File: src/rtl/mvm_result_serializer_if.sv
// Byte stream handshake carrying serialized matvec results toward the UART transmitter.
interface mvm_result_serializer_if;
    logic [7:0] m_data;
    logic       m_valid;
    logic       m_ready;

    modport master (output m_data, output m_valid, input m_ready);
    modport slave  (input m_data, input m_valid, output m_ready);
endinterface

File: src/rtl/mvm_result_serializer.sv
// Flushes the matvec_mul pipeline with its clock enable, captures the R results and
// streams them out row by row, least significant byte first.
module mvm_result_serializer #(
    parameter int R   = 8,
    parameter int C   = 8,
    parameter int W_X = 8,
    parameter int W_K = 8
) (
    input  logic                                    clk,
    input  logic                                    rst,
    input  logic                                    start,
    output logic                                    cen_o,
    input  logic [R*(W_X+W_K+$clog2(C))-1:0]        yf,
    mvm_result_serializer_if.master                 tx,
    output logic                                    busy,
    output logic                                    done
);

    localparam int DEPTH  = $clog2(C);
    localparam int W_Y    = W_X + W_K + DEPTH;
    localparam int LAT    = DEPTH + 1;
    localparam int NB     = (W_Y + 7) / 8;
    localparam int NBYTES = R * NB;
    localparam int IW     = $clog2(NBYTES + 1);
    localparam int FW     = $clog2(LAT + 1);

    typedef enum logic [1:0] {IDLE, FILL, LOAD, SEND} state_t;

    state_t              state;
    logic [FW-1:0]       fillCnt;
    logic [IW-1:0]       byteIdx;
    logic [NBYTES*8-1:0] capVec;
    logic [NBYTES*8-1:0] capBuf;

    // Each row is sign-extended to a whole number of bytes so the stream is byte aligned.
    always_comb begin
        capVec = '0;
        for (int r = 0; r < R; r++) begin
            capVec[r*NB*8 +: NB*8] = (NB*8)'($signed(yf[r*W_Y +: W_Y]));
        end
    end

    always_ff @(posedge clk) begin
        if (state == LOAD) begin
            capBuf <= capVec;
        end
    end

    // Byte 0 comes straight from the capture vector because the buffer loads on the same edge.
    always_ff @(posedge clk or posedge rst) begin
        if (rst) begin
            state      <= IDLE;
            cen_o      <= 1'b0;
            tx.m_valid <= 1'b0;
            tx.m_data  <= '0;
            busy       <= 1'b0;
            done       <= 1'b0;
            fillCnt    <= '0;
            byteIdx    <= '0;
        end else begin
            done <= 1'b0;
            case (state)
                IDLE: begin
                    if (start) begin
                        state   <= FILL;
                        cen_o   <= 1'b1;
                        busy    <= 1'b1;
                        fillCnt <= '0;
                    end
                end
                FILL: begin
                    if (fillCnt == FW'(LAT - 1)) begin
                        cen_o <= 1'b0;
                        state <= LOAD;
                    end else begin
                        fillCnt <= fillCnt + FW'(1);
                    end
                end
                LOAD: begin
                    state      <= SEND;
                    tx.m_valid <= 1'b1;
                    tx.m_data  <= capVec[7:0];
                    byteIdx    <= '0;
                end
                SEND: begin
                    if (tx.m_valid && tx.m_ready) begin
                        if (byteIdx == IW'(NBYTES - 1)) begin
                            state      <= IDLE;
                            tx.m_valid <= 1'b0;
                            busy       <= 1'b0;
                            done       <= 1'b1;
                        end else begin
                            byteIdx   <= byteIdx + IW'(1);
                            tx.m_data <= capBuf[(int'(byteIdx) + 1) * 8 +: 8];
                        end
                    end
                end
                default: state <= IDLE;
            endcase
        end
    end

endmodule

File: src/flat_wrapper.sv
// flat-port wrapper written by rule: the top's interface ports become plain ports
module mvm_result_serializer_flat 
#(
    parameter int R   = 8,
    parameter int C   = 8,
    parameter int W_X = 8,
    parameter int W_K = 8
)
  (clk, rst, start, cen_o, yf, busy, done, tx_m_data, tx_m_valid, tx_m_ready);
  mvm_result_serializer_if tx_i ();
  input  logic clk;
  input  logic rst;
  input  logic start;
  output logic cen_o;
  input  logic [R*(W_X+W_K+$clog2(C))-1:0] yf;
  output logic busy;
  output logic done;
  output wire logic [$bits(tx_i.m_data)-1:0] tx_m_data;
  output wire logic [$bits(tx_i.m_valid)-1:0] tx_m_valid;
  input wire logic [$bits(tx_i.m_ready)-1:0] tx_m_ready;
  assign tx_m_data = tx_i.m_data;
  assign tx_m_valid = tx_i.m_valid;
  assign tx_i.m_ready = tx_m_ready;
  mvm_result_serializer #(.R(R), .C(C), .W_X(W_X), .W_K(W_K)) u_core (.clk(clk), .rst(rst), .start(start), .cen_o(cen_o), .yf(yf), .tx(tx_i), .busy(busy), .done(done));
endmodule
File: config.mk
export PLATFORM = sky130hd
export DESIGN_NAME = mvm_result_serializer_flat
export DESIGN_NICKNAME = d
export VERILOG_FILES = /design/src/rtl/mvm_result_serializer_if.sv /design/src/rtl/mvm_result_serializer.sv /design/src/flat_wrapper.sv
export SDC_FILE = /design/constraint.sdc
export NUM_CORES = 1
export LEC_CHECK = 0
export BUFFER_PORTS_ARGS = -buffer_cell sky130_fd_sc_hd__buf_2
export CAP_MARGIN = 20
export CORE_MARGIN = 8
export CORE_UTILIZATION = 45
export DETAILED_ROUTE_END_ITERATION = 8
export HOLD_SLACK_MARGIN = 0.1
export MAX_ROUTING_LAYER = met4
export PLACE_DENSITY = 0.66
export SYNTH_ARGS = -nofsm -noshare
export SYNTH_HDL_FRONTEND = slang
export SYNTH_SLANG_ARGS = --single-unit
File: constraint.sdc
create_clock -name clk -period 9.65 [get_ports clk]
set_input_delay 1.4475 -clock clk [delete_from_list [all_inputs] [get_ports clk]]
set_output_delay 1.4475 -clock clk [all_outputs]
set_load 0.005 [all_outputs]
== Word level (Yosys, flattened, before mapping) ==
Index checks and enable logic that the tools add are counted.

* Flip-flop bits (word level): 209
* Bits of input ports: 156

* Add/sub/neg operators: 3
* Shift-type cells: 1
* Equality and inequality tests: 11
* Mux-type cells: 24
* Reduce and logical (&&, ||, !) cells: 11

{| class="wikitable"
|+ Operators with widths
! operator !! count
|-
| $shiftx 192x10->8 || 1
|-
| $mux 8 || 2
|-
| $pmux 8 s2 || 1
|-
| $reduce_and 3->1 || 4
|-
| $mux 5 || 2
|-
| $pmux 5 s2 || 1
|-
| $mux 2 || 4
|-
| $pmux 2 s4 || 1
|-
| $reduce_and 4->1 || 2
|-
| $mux 1 || 7
|-
| $add 5x1->6 const B || 1
|-
| $mux 3 || 2
|-
| $ne 2x1->1 const B || 3
|-
| $ne 2x2->1 const B || 3
|-
| $pmux 1 s2 || 3
|-
| $pmux 3 s2 || 1
|-
| $reduce_bool 2->1 || 3
|-
| $add 5x1->5 const B || 1
|-
| $eq 5x5->1 const B || 1
|-
| $eq 2x2->1 const B || 2
|-
| $add 3x1->3 const B || 1
|-
| $eq 3x2->1 const B || 1
|-
| $eq 2x1->1 const B || 1
|-
| $logic_not 2->1 || 1
|-
| $logic_and 1x1->1 || 1
|}

== Depth between registers and ports, before layout ==
Gate-level depths: netlist of the first run.

* Word-level depth: 5
* Depth in mapped cells: 8

== Worst setup path before layout of the first run ==
OpenSTA, ideal clock, no wires.

* Path kind: reg-to-reg
* From: register u_core.state[0]
* To: register u_core.byteIdx[3]
* Setup time: 0.123 ns
* Setup slack: 4.622 ns
* Period minus slack after synthesis: 5.028 ns
* Data arrival time: 4.905 ns
* Cell stages (with the launch flop): 9
* Cell sequence: dfrtp_1 > inv_1 > ha_1 > nand2b_1 > a22oi_1 > buf_4 > nand4_1 > xor2_1 > nor2_1

* Cells in the longest elaborated chain, start to end: 3

{| class="wikitable"
|+ RTL lines
! what !! RTL line !! text
|-
| from (decl) || mvm_result_serializer.sv:29 || <nowiki>state_t state;</nowiki>
|-
| from (signal assigned) || mvm_result_serializer.sv:52 || <nowiki>state <= IDLE;</nowiki>
|-
| from (signal assigned) || mvm_result_serializer.sv:65 || <nowiki>state <= FILL;</nowiki>
|-
| from (signal assigned) || mvm_result_serializer.sv:74 || <nowiki>state <= LOAD;</nowiki>
|-
| $eq 2x2->1 || mvm_result_serializer.sv:62 || <nowiki>case (state)</nowiki>
|-
| $ne 2x1->1 (no source line), or another cell as far along || -- ||
|-
| $reduce_and 3->1 (no source line) || -- ||
|-
| to (signal assigned) || mvm_result_serializer.sv:93 || <nowiki>byteIdx <= byteIdx + IW'(1);</nowiki>
|-
| to (decl) || mvm_result_serializer.sv:31 || <nowiki>logic [IW-1:0] byteIdx;</nowiki>
|}

Parallel ways exist; a longest one is shown, timed or not.
A chain may end at the register's enable or synchronous reset.

== Final worst setup path of the first run ==
* From: register u_core.state[0]
* To: register u_core.tx.m_data[2]

* Cells in the longest elaborated chain, start to end: 3

{| class="wikitable"
|+ RTL lines
! what !! RTL line !! text
|-
| $eq 2x2->1 || mvm_result_serializer.sv:62 ||
|-
| $ne 2x1->1 (no source line), or another cell as far along || -- ||
|-
| $reduce_and 3->1 (no source line) || -- ||
|-
| to (signal assigned) || mvm_result_serializer.sv:82 || <nowiki>tx.m_data <= capVec[7:0];</nowiki>
|-
| to (signal assigned) || mvm_result_serializer.sv:94 || <nowiki>tx.m_data <= capBuf[(int'(byteIdx) + 1) * 8 +: 8];</nowiki>
|-
| to (decl) || mvm_result_serializer_if.sv:7 || <nowiki>modport master (output m_data, output m_valid, input m_ready);</nowiki>
|}

Parallel ways exist; a longest one is shown, timed or not.

==> run_results.csv, run 1 <==
group,metric,value,unit
critical_path,crit_path_top_delay_cell,"sky130_fd_sc_hd__a22oi_1",
clock_tree,cts_made_buffers,17,
timing,clock-skew-final,0.00691,ns
critical_path,crit_path_start_kind,"flip-flop",
drt,drtIter0Drc,334,
clock_tree,cts_buffer_depth,2,
drt,num_vias,4373,
layout,post-route-cell-area,8490,µm²
timing,layout_setup_ws,6.31,ns
die,die_area,19700,µm²
logic_synthesis,ys_top_cells_by_count,"sky130_fd_sc_hd__edfxtp_1, sky130_fd_sc_hd__mux2i_1, sky130_fd_sc_hd__dfrtp_1, sky130_fd_sc_hd__nand2_1, sky130_fd_sc_hd__mux2_2",
place,portBuffers,167,
logic_synthesis,synth_edf_count,144,
place,gp_congestion,0.877,
layout,fin_util,56.0,%
critical_path,worst_setup_path_end_kind,"flip-flop",
clock_tree,cts_root_buf,"sky130_fd_sc_hd__clkbuf_16",
clock_tree,postCtsSetupRepairBufs,0,
timing,report.final.setup_viol,0,
timing,fmax,0.300,GHz
logic_synthesis,synth_fp_nets,599,
clock_tree,clk_transition_reported_paths,0.06,ns
timing,grt_setup_unrepaired,"false",
logic_synthesis,ys_top_cells_by_area,"sky130_fd_sc_hd__edfxtp_1, sky130_fd_sc_hd__dfrtp_1, sky130_fd_sc_hd__mux2i_1",
logic_synthesis,synthCells,436,
timing,slew_violations,0,
timing,worst-slew-pin-transition,1.03,ns
drt,route.detailed.wl_per_inst,19.8,µm
logic_synthesis,yosys.cell_types.count,44,
global_routing,grtUsageTotal,16.9,%
power_and_ir_drop,vdd_drop_max,0.172,mV
hold_path,hold_path_class,"flip-flop to flip-flop",
die,die_width,140,µm
clock_tree,cts.sink_count,166,
critical_path,r2r_slack,6.31,ns
critical_path,worstReg2RegEnd,"u_core.tx.m_data[2]$_DFFE_PP0P_",
layout,num-nets-final,763,
power_and_ir_drop,power.total,2.41,mW
hold_path,worstHoldEndpoint,"u_core.busy$_DFFE_PP0P_",
timing,timing.final.crit_period,3.34,ns
drt,post_drt_antenna_nets,0,
logic_synthesis,post_synth_instance_area,6950,µm²
global_routing,wire_length_of_the_first_global_routing_pass,24500,µm
clock_tree,clock_tree_from_tritoncts,"done",
logic_synthesis,synth_flop_cell,"sky130_fd_sc_hd__edfxtp_1",
logic_synthesis,synth_sequential_area_ratio,70.2,%
hold_path,hold_path.startpoint,"u_core.busy$_DFFE_PP0P_",
global_routing,vias_in_the_first_global_route,4698,
logic_synthesis,postSynthRegisterBits,166,
critical_path,timing_worst_setup_path_type,"flip-flop to flip-flop",
die,core,15100,µm²
die,number_of_primary_i_o_pins,168,
drt,detail_route.vias_per_cell,5.43,
power_and_ir_drop,leakagePower,3.14,nW
power_and_ir_drop,power-per-cell-area,284,nW/µm²
die,dieHeight,140,µm
drt,wl,15900,µm
timing,finalHoldViolations,0,
hold_path,worst_hold_path.num_cells,2,
drt,drc_errors,0,
clock_tree,cts_htree_levels,4,
clock_tree,cts-resized-gates,0,
place,detailed_place.area,7880,µm²
die,initial_core_util,45.9,%
timing,setup_total_negative_slack,0,ns
logic_synthesis,yosysWarnings,0,
timing,maxSlewHeadroom,31.6,%
critical_path,path_cells,"inv_1 -> ha_4 -> nand2b_1 -> a22oi_1 -> nand2_1 -> a31oi_1 -> a21oi_1",
outcome,outcome,"complete, no violations",
clock_tree,clk_latency,0.42,ns
job,timing.max_cap.violations,0,
die,placement_rows,45,
critical_path,worst_r2r_path_depth,7,
critical_path,critPathArrivalTime,3.63,ns
global_routing,grt_start_max_net_pins,82,
logic_synthesis,synth.top_cell.area_share,62.2,%
logic_synthesis,synthArstFlopShare,13.3,%
critical_path,crit_path_max_fanout,68,
timing,period_share,34.6,%
critical_path,reg2reg_from,"u_core.state[0]$_DFFE_PP0P_",
logic_synthesis,avgSynthCellArea,15.9,µm²
logic_synthesis,synth.most_common_cell,"sky130_fd_sc_hd__edfxtp_1",
global_routing,overflow_left_after_global_routing,0,
critical_path,cp_data_required_time,9.94,ns
critical_path,timing.critical_path.slowest_cell_delay,0.85,ns
global_routing,initial_antenna_violation_count,6,
logic_synthesis,yosys.area.top_type,"sky130_fd_sc_hd__edfxtp_1",
drt,firstDrtPassIters,5,
place,post_place_setup_slack,6.34,ns
place,dp_hpwl,11400,µm
layout,synthToLayoutAreaGrowth,22.1,%
clock_tree,cts_hold_buffers,0,
layout,layout-drive-gt1-share,36.8,%
## report_power, final
group	internal [mW]	total, mW	leakage [nW]	switching [mW]
sequential	1.05	1.12	1.60	0.0718
combinational	0.241	0.608	1.26	0.368
clock	0.407	0.674	0.284	0.267
## per-stage QoR
stage	instances	hold WS [ns]
after floorplan	436	0.500
after global placement	769	0.511
after detailed placement	769	0.524
after CTS	800	0.538
after global routing	806	0.579
final	806	0.532
## final cells by class
type	instances	area, µm²
antenna	6	15.0
clock buffer	20	437
clock inverter	11	150
fill	1217	6660
inverter	7	26.3
multi-input combinational	237	1880
sequential	166	4880
tap	188	235
timing repair buffer	171	866
## routing by layer
| metal | global-route usage (%) | share of wire, % |
|---|---|---|
| met5 | - | 0 |
| met4 | 6.34 | 1.5 |
| met3 | 5.98 | 7.6 |
| met2 | 25.4 | 48 |
| met1 | 20.8 | 43 |
## how the worst max path moves through the flow
| stage | from | cells after the start | endpoint |
|---|---|---|---|
| final | u_core.state[0]$_DFFE_PP0P_ | 7 | u_core.tx.m_data[2]$_DFFE_PP0P_ |
| after global routing | u_core.state[0]$_DFFE_PP0P_ | 7 | u_core.tx.m_data[2]$_DFFE_PP0P_ |
| after global placement | u_core.state[0]$_DFFE_PP0P_ | 7 | u_core.tx.m_data[4]$_DFFE_PP0P_ |
| after CTS | u_core.state[0]$_DFFE_PP0P_ | 7 | u_core.tx.m_data[2]$_DFFE_PP0P_ |
| after detailed placement | u_core.state[0]$_DFFE_PP0P_ | 7 | u_core.tx.m_data[2]$_DFFE_PP0P_ |
| after floorplan | u_core.state[0]$_DFFE_PP0P_ | 8 | u_core.byteIdx[3]$_DFFE_PP0P_ |
## cell families after synthesis
family          count (synthesis)  share of synthesized area (%)
xor+xnor                        2                          0.252
simple gates                   57                           4.05
flops                         166                           70.2
buf+inv                        33                           2.97
compound gates                112                           11.8
mux                            59                           9.51
fa+ha+maj                       7                           1.26
## critical path, delay by kind of cell, from the launching register on
kind	cells	cell delay (ns)
buf+inv	1	0.14
fa+ha+maj	1	0.73
flops	1	0.40
simple gates	2	0.72
compound gates	3	1.20
## state kept, by name, indices dropped and copies added, names as in the netlist
signal and count:
u_core.busy 1, u_core.tx.m_valid 1, u_core.capBuf 144, u_core.byteIdx 5, u_core.done 1, u_core.tx.m_data 8, u_core.state 2, u_core.fillCnt 3
u_core.cen_o 1
## cell usage in the layout, fill, tap and decap left out, types with 12 or more instances in the layout
| cell | n |
|---|---|
| sky130_fd_sc_hd__nor2b_1 | 12 |
| sky130_fd_sc_hd__edfxtp_1 | 144 |
| sky130_fd_sc_hd__dfrtp_1 | 20 |
| sky130_fd_sc_hd__clkbuf_16 | 17 |
| sky130_fd_sc_hd__a221o_1 | 12 |
| sky130_fd_sc_hd__a22oi_1 | 16 |
| sky130_fd_sc_hd__nand2_1 | 22 |
| sky130_fd_sc_hd__mux2_2 | 17 |
| sky130_fd_sc_hd__mux2i_1 | 33 |
| sky130_fd_sc_hd__buf_2 | 167 |
| sky130_fd_sc_hd__a31oi_1 | 16 |
No activity file was read; power rests on OpenSTA's default activity.
==> run 2: changes to the inputs <==
--- a/config.mk
+++ b/config.mk
@@ -12,7 +12,7 @@
 export DETAILED_ROUTE_END_ITERATION = 8
 export HOLD_SLACK_MARGIN = 0.1
 export MAX_ROUTING_LAYER = met4
-export PLACE_DENSITY = 0.66
+export PLACE_DENSITY = 0.69
 export SYNTH_ARGS = -nofsm -noshare
 export SYNTH_HDL_FRONTEND = slang
 export SYNTH_SLANG_ARGS = --single-unit
==> constraint.sdc (replaced) <==
create_clock -name clk -period 3.04 [get_ports clk]
set_input_delay 0.456 -clock clk [delete_from_list [all_inputs] [get_ports clk]]
set_output_delay 0.456 -clock clk [all_outputs]
set_load 0.005 [all_outputs]
==> run_results.csv, run 2 (synthesis gave the netlist of run 1 again) <==
group,metric,value,unit
outcome,outcome,"complete, no violations",
place,portBuffers,167,
timing,report.final.setup_viol,0,
hold_path,worst_hold_path.num_cells,1,
critical_path,crit_path_top_delay_cell,"sky130_fd_sc_hd__buf_4",
timing,layout_setup_ws,0.649,ns
drt,route.detailed.wl_per_inst,20.4,µm
global_routing,grtUsageMet2,25.4,%
layout,num-nets-final,768,
timing,grt_setup_unrepaired,"false",
drt,drc_errors,0,
critical_path,path_buf_inv,2,
layout,fill_cells,1200,
layout,largest_reg_flops,144,
critical_path,critical_path_cell_count,6,
die,number_of_primary_i_o_pins,168,
global_routing,wire_length_of_the_first_global_routing_pass,25400,µm
layout,layout-drive-gt1-share,38.0,%
clock_tree,cts_root_buf,"sky130_fd_sc_hd__clkbuf_16",
job,timing.max_cap.violations,0,
layout,post-route-cell-area,8500,µm²
power_and_ir_drop,vdd_drop_max,0.694,mV
place,place.detailed.instances,774,
global_routing,overflow_left_after_global_routing,0,
clock_tree,clk_latency,0.42,ns
critical_path,worst_setup_path_end_kind,"flip-flop",
die,placement_rows,45,
timing,worst-slew-pin-transition,0.888,ns
power_and_ir_drop,power.total,7.63,mW
critical_path,timing.critical_path.slowest_cell_delay,0.64,ns
layout,final_cells,806,
hold_path,hold_path_class,"primary input to flip-flop",
layout,synthToLayoutAreaGrowth,22.3,%
die,dieHeight,140,µm
timing,final.hold.worst_slack,0.202,ns
timing,clock-skew-final,0.00883,ns
drt,num_vias,4486,
clock_tree,cts-resized-gates,0,
critical_path,path_cells,"buf_4 -> inv_2 -> a31oi_1 -> a211oi_1 -> a31oi_1 -> a21oi_1",
layout,largest_regs,"u_core.capBuf: 144 flops, u_core.tx.m_data: 8 flops, u_core.byteIdx: 5 flops",
global_routing,grt-busiest-layer,"met2",
die,die_area,19700,µm²
die,initial_core_util,45.9,%
timing,timing.final.crit_period,2.39,ns
global_routing,vias_in_the_first_global_route,4665,
clock_tree,cts.sink_count,166,
timing,fmax,0.418,GHz
critical_path,reg2reg_from,"u_core.byteIdx[0]$_DFFE_PP0P_",
critical_path,crit_start,"u_core.byteIdx[0]$_DFFE_PP0P_",
layout,regMostFlops,"u_core.capBuf",
hold_path,hold_path.startpoint,"yf[28]",
clock_tree,postCtsSetupRepairBufs,0,
timing,slew_violations,0,
hold_path,worstHoldEndpoint,"u_core.capBuf[33]$_DFFE_PP_",
layout,most-common-layout-cells,"sky130_fd_sc_hd__buf_2, sky130_fd_sc_hd__edfxtp_1, sky130_fd_sc_hd__mux2i_1",
critical_path,delay_heaviest_family_cp,"buffers and inverters",
power_and_ir_drop,leakagePower,3.17,nW
layout,antenna-diode-count,0,
critical_path,timing_worst_setup_path_type,"flip-flop to flip-flop",
clock_tree,clk_transition_reported_paths,0.07,ns
global_routing,grt.met1_usage,23.2,%
timing,setup_total_negative_slack,0,ns
critical_path,worst_r2r_path_depth,6,
critical_path,cp_data_required_time,3.34,ns
clock_tree,cts_buffer_depth,2,
layout,fin_util,56.1,%
global_routing,grt_start_max_net_pins,148,
clock_tree,clock_tree_from_tritoncts,"done",
place,gp_congestion,0.799,
critical_path,crit_path_max_fanout,58,
place,dp_hpwl,11700,µm
critical_path,crit_path_start_kind,"flip-flop",
power_and_ir_drop,power-per-cell-area,897,nW/µm²
global_routing,initial_antenna_violation_count,0,
timing,maxSlewHeadroom,40.8,%
timing,finalHoldViolations,0,
drt,detail_route.vias_per_cell,5.57,
drt,drtIter0Drc,397,
clock_tree,cts_htree_levels,4,
drt,firstDrtPassIters,5,
critical_path,crit_path_frequent_cell,"sky130_fd_sc_hd__a31oi_1",
place,post_place_setup_slack,0.660,ns
global_routing,met3_usage,5.03,%
critical_path,worstReg2RegEnd,"u_core.tx.m_data[4]$_DFFE_PP0P_",
die,core,15100,µm²
timing,period_share,78.7,%
critical_path,r2r_slack,0.65,ns
place,detailed_place.area,7930,µm²
global_routing,grtUsageTotal,17.5,%
clock_tree,cts_hold_buffers,0,
clock_tree,cts_made_buffers,17,
die,die_width,140,µm
critical_path,critPathArrivalTime,2.69,ns
drt,wl,16500,µm
drt,post_drt_antenna_nets,0,
layout,mostFrequentLayoutCell,"sky130_fd_sc_hd__buf_2",
## run 2: routing by layer
layer | wire [µm] | up-vias
met3 | 931 | 15
li1 | - | 2087
met4 | 211 | 0
met5 | 0 | -
met1 | 7570 | 2212
met2 | 7740 | 172
## run 2: power by group
part,switching (mW),internal [mW],leakage [nW]
combinational,1.17,0.787,1.28
clock,0.938,1.15,0.281
sequential,0.241,3.34,1.60
total,2.35,5.27,3.17
## run 2: final cells by class
class / instances / area [µm²] / area share, %
multi-input combinational: 237 / 1880 / 22.1
timing repair buffer: 176 / 916 / 10.8
sequential: 166 / 4880 / 57.4
clock buffer: 17 / 425 / 5.01
clock inverter: 15 / 140 / 1.65
inverter: 7 / 26.3 / 0.309
tap: 188 / 235 / 2.77
## run 2: worst max-delay path by stage
stage | endpoint
after detailed placement | u_core.tx.m_data[6]$_DFFE_PP0P_
after CTS | u_core.tx.m_data[6]$_DFFE_PP0P_
after global placement | u_core.tx.m_data[4]$_DFFE_PP0P_
final | u_core.tx.m_data[4]$_DFFE_PP0P_
after global routing | u_core.tx.m_data[4]$_DFFE_PP0P_
after floorplan | u_core.byteIdx[3]$_DFFE_PP0P_
## run 2: worst reg2reg max path: stages (launching register included)
cell                       delay, ns
sky130_fd_sc_hd__dfrtp_2        0.37
sky130_fd_sc_hd__buf_4          0.65
sky130_fd_sc_hd__inv_2          0.35
sky130_fd_sc_hd__a31oi_1        0.42
sky130_fd_sc_hd__a211oi_1       0.15
sky130_fd_sc_hd__a31oi_1        0.24
sky130_fd_sc_hd__a21oi_1        0.10
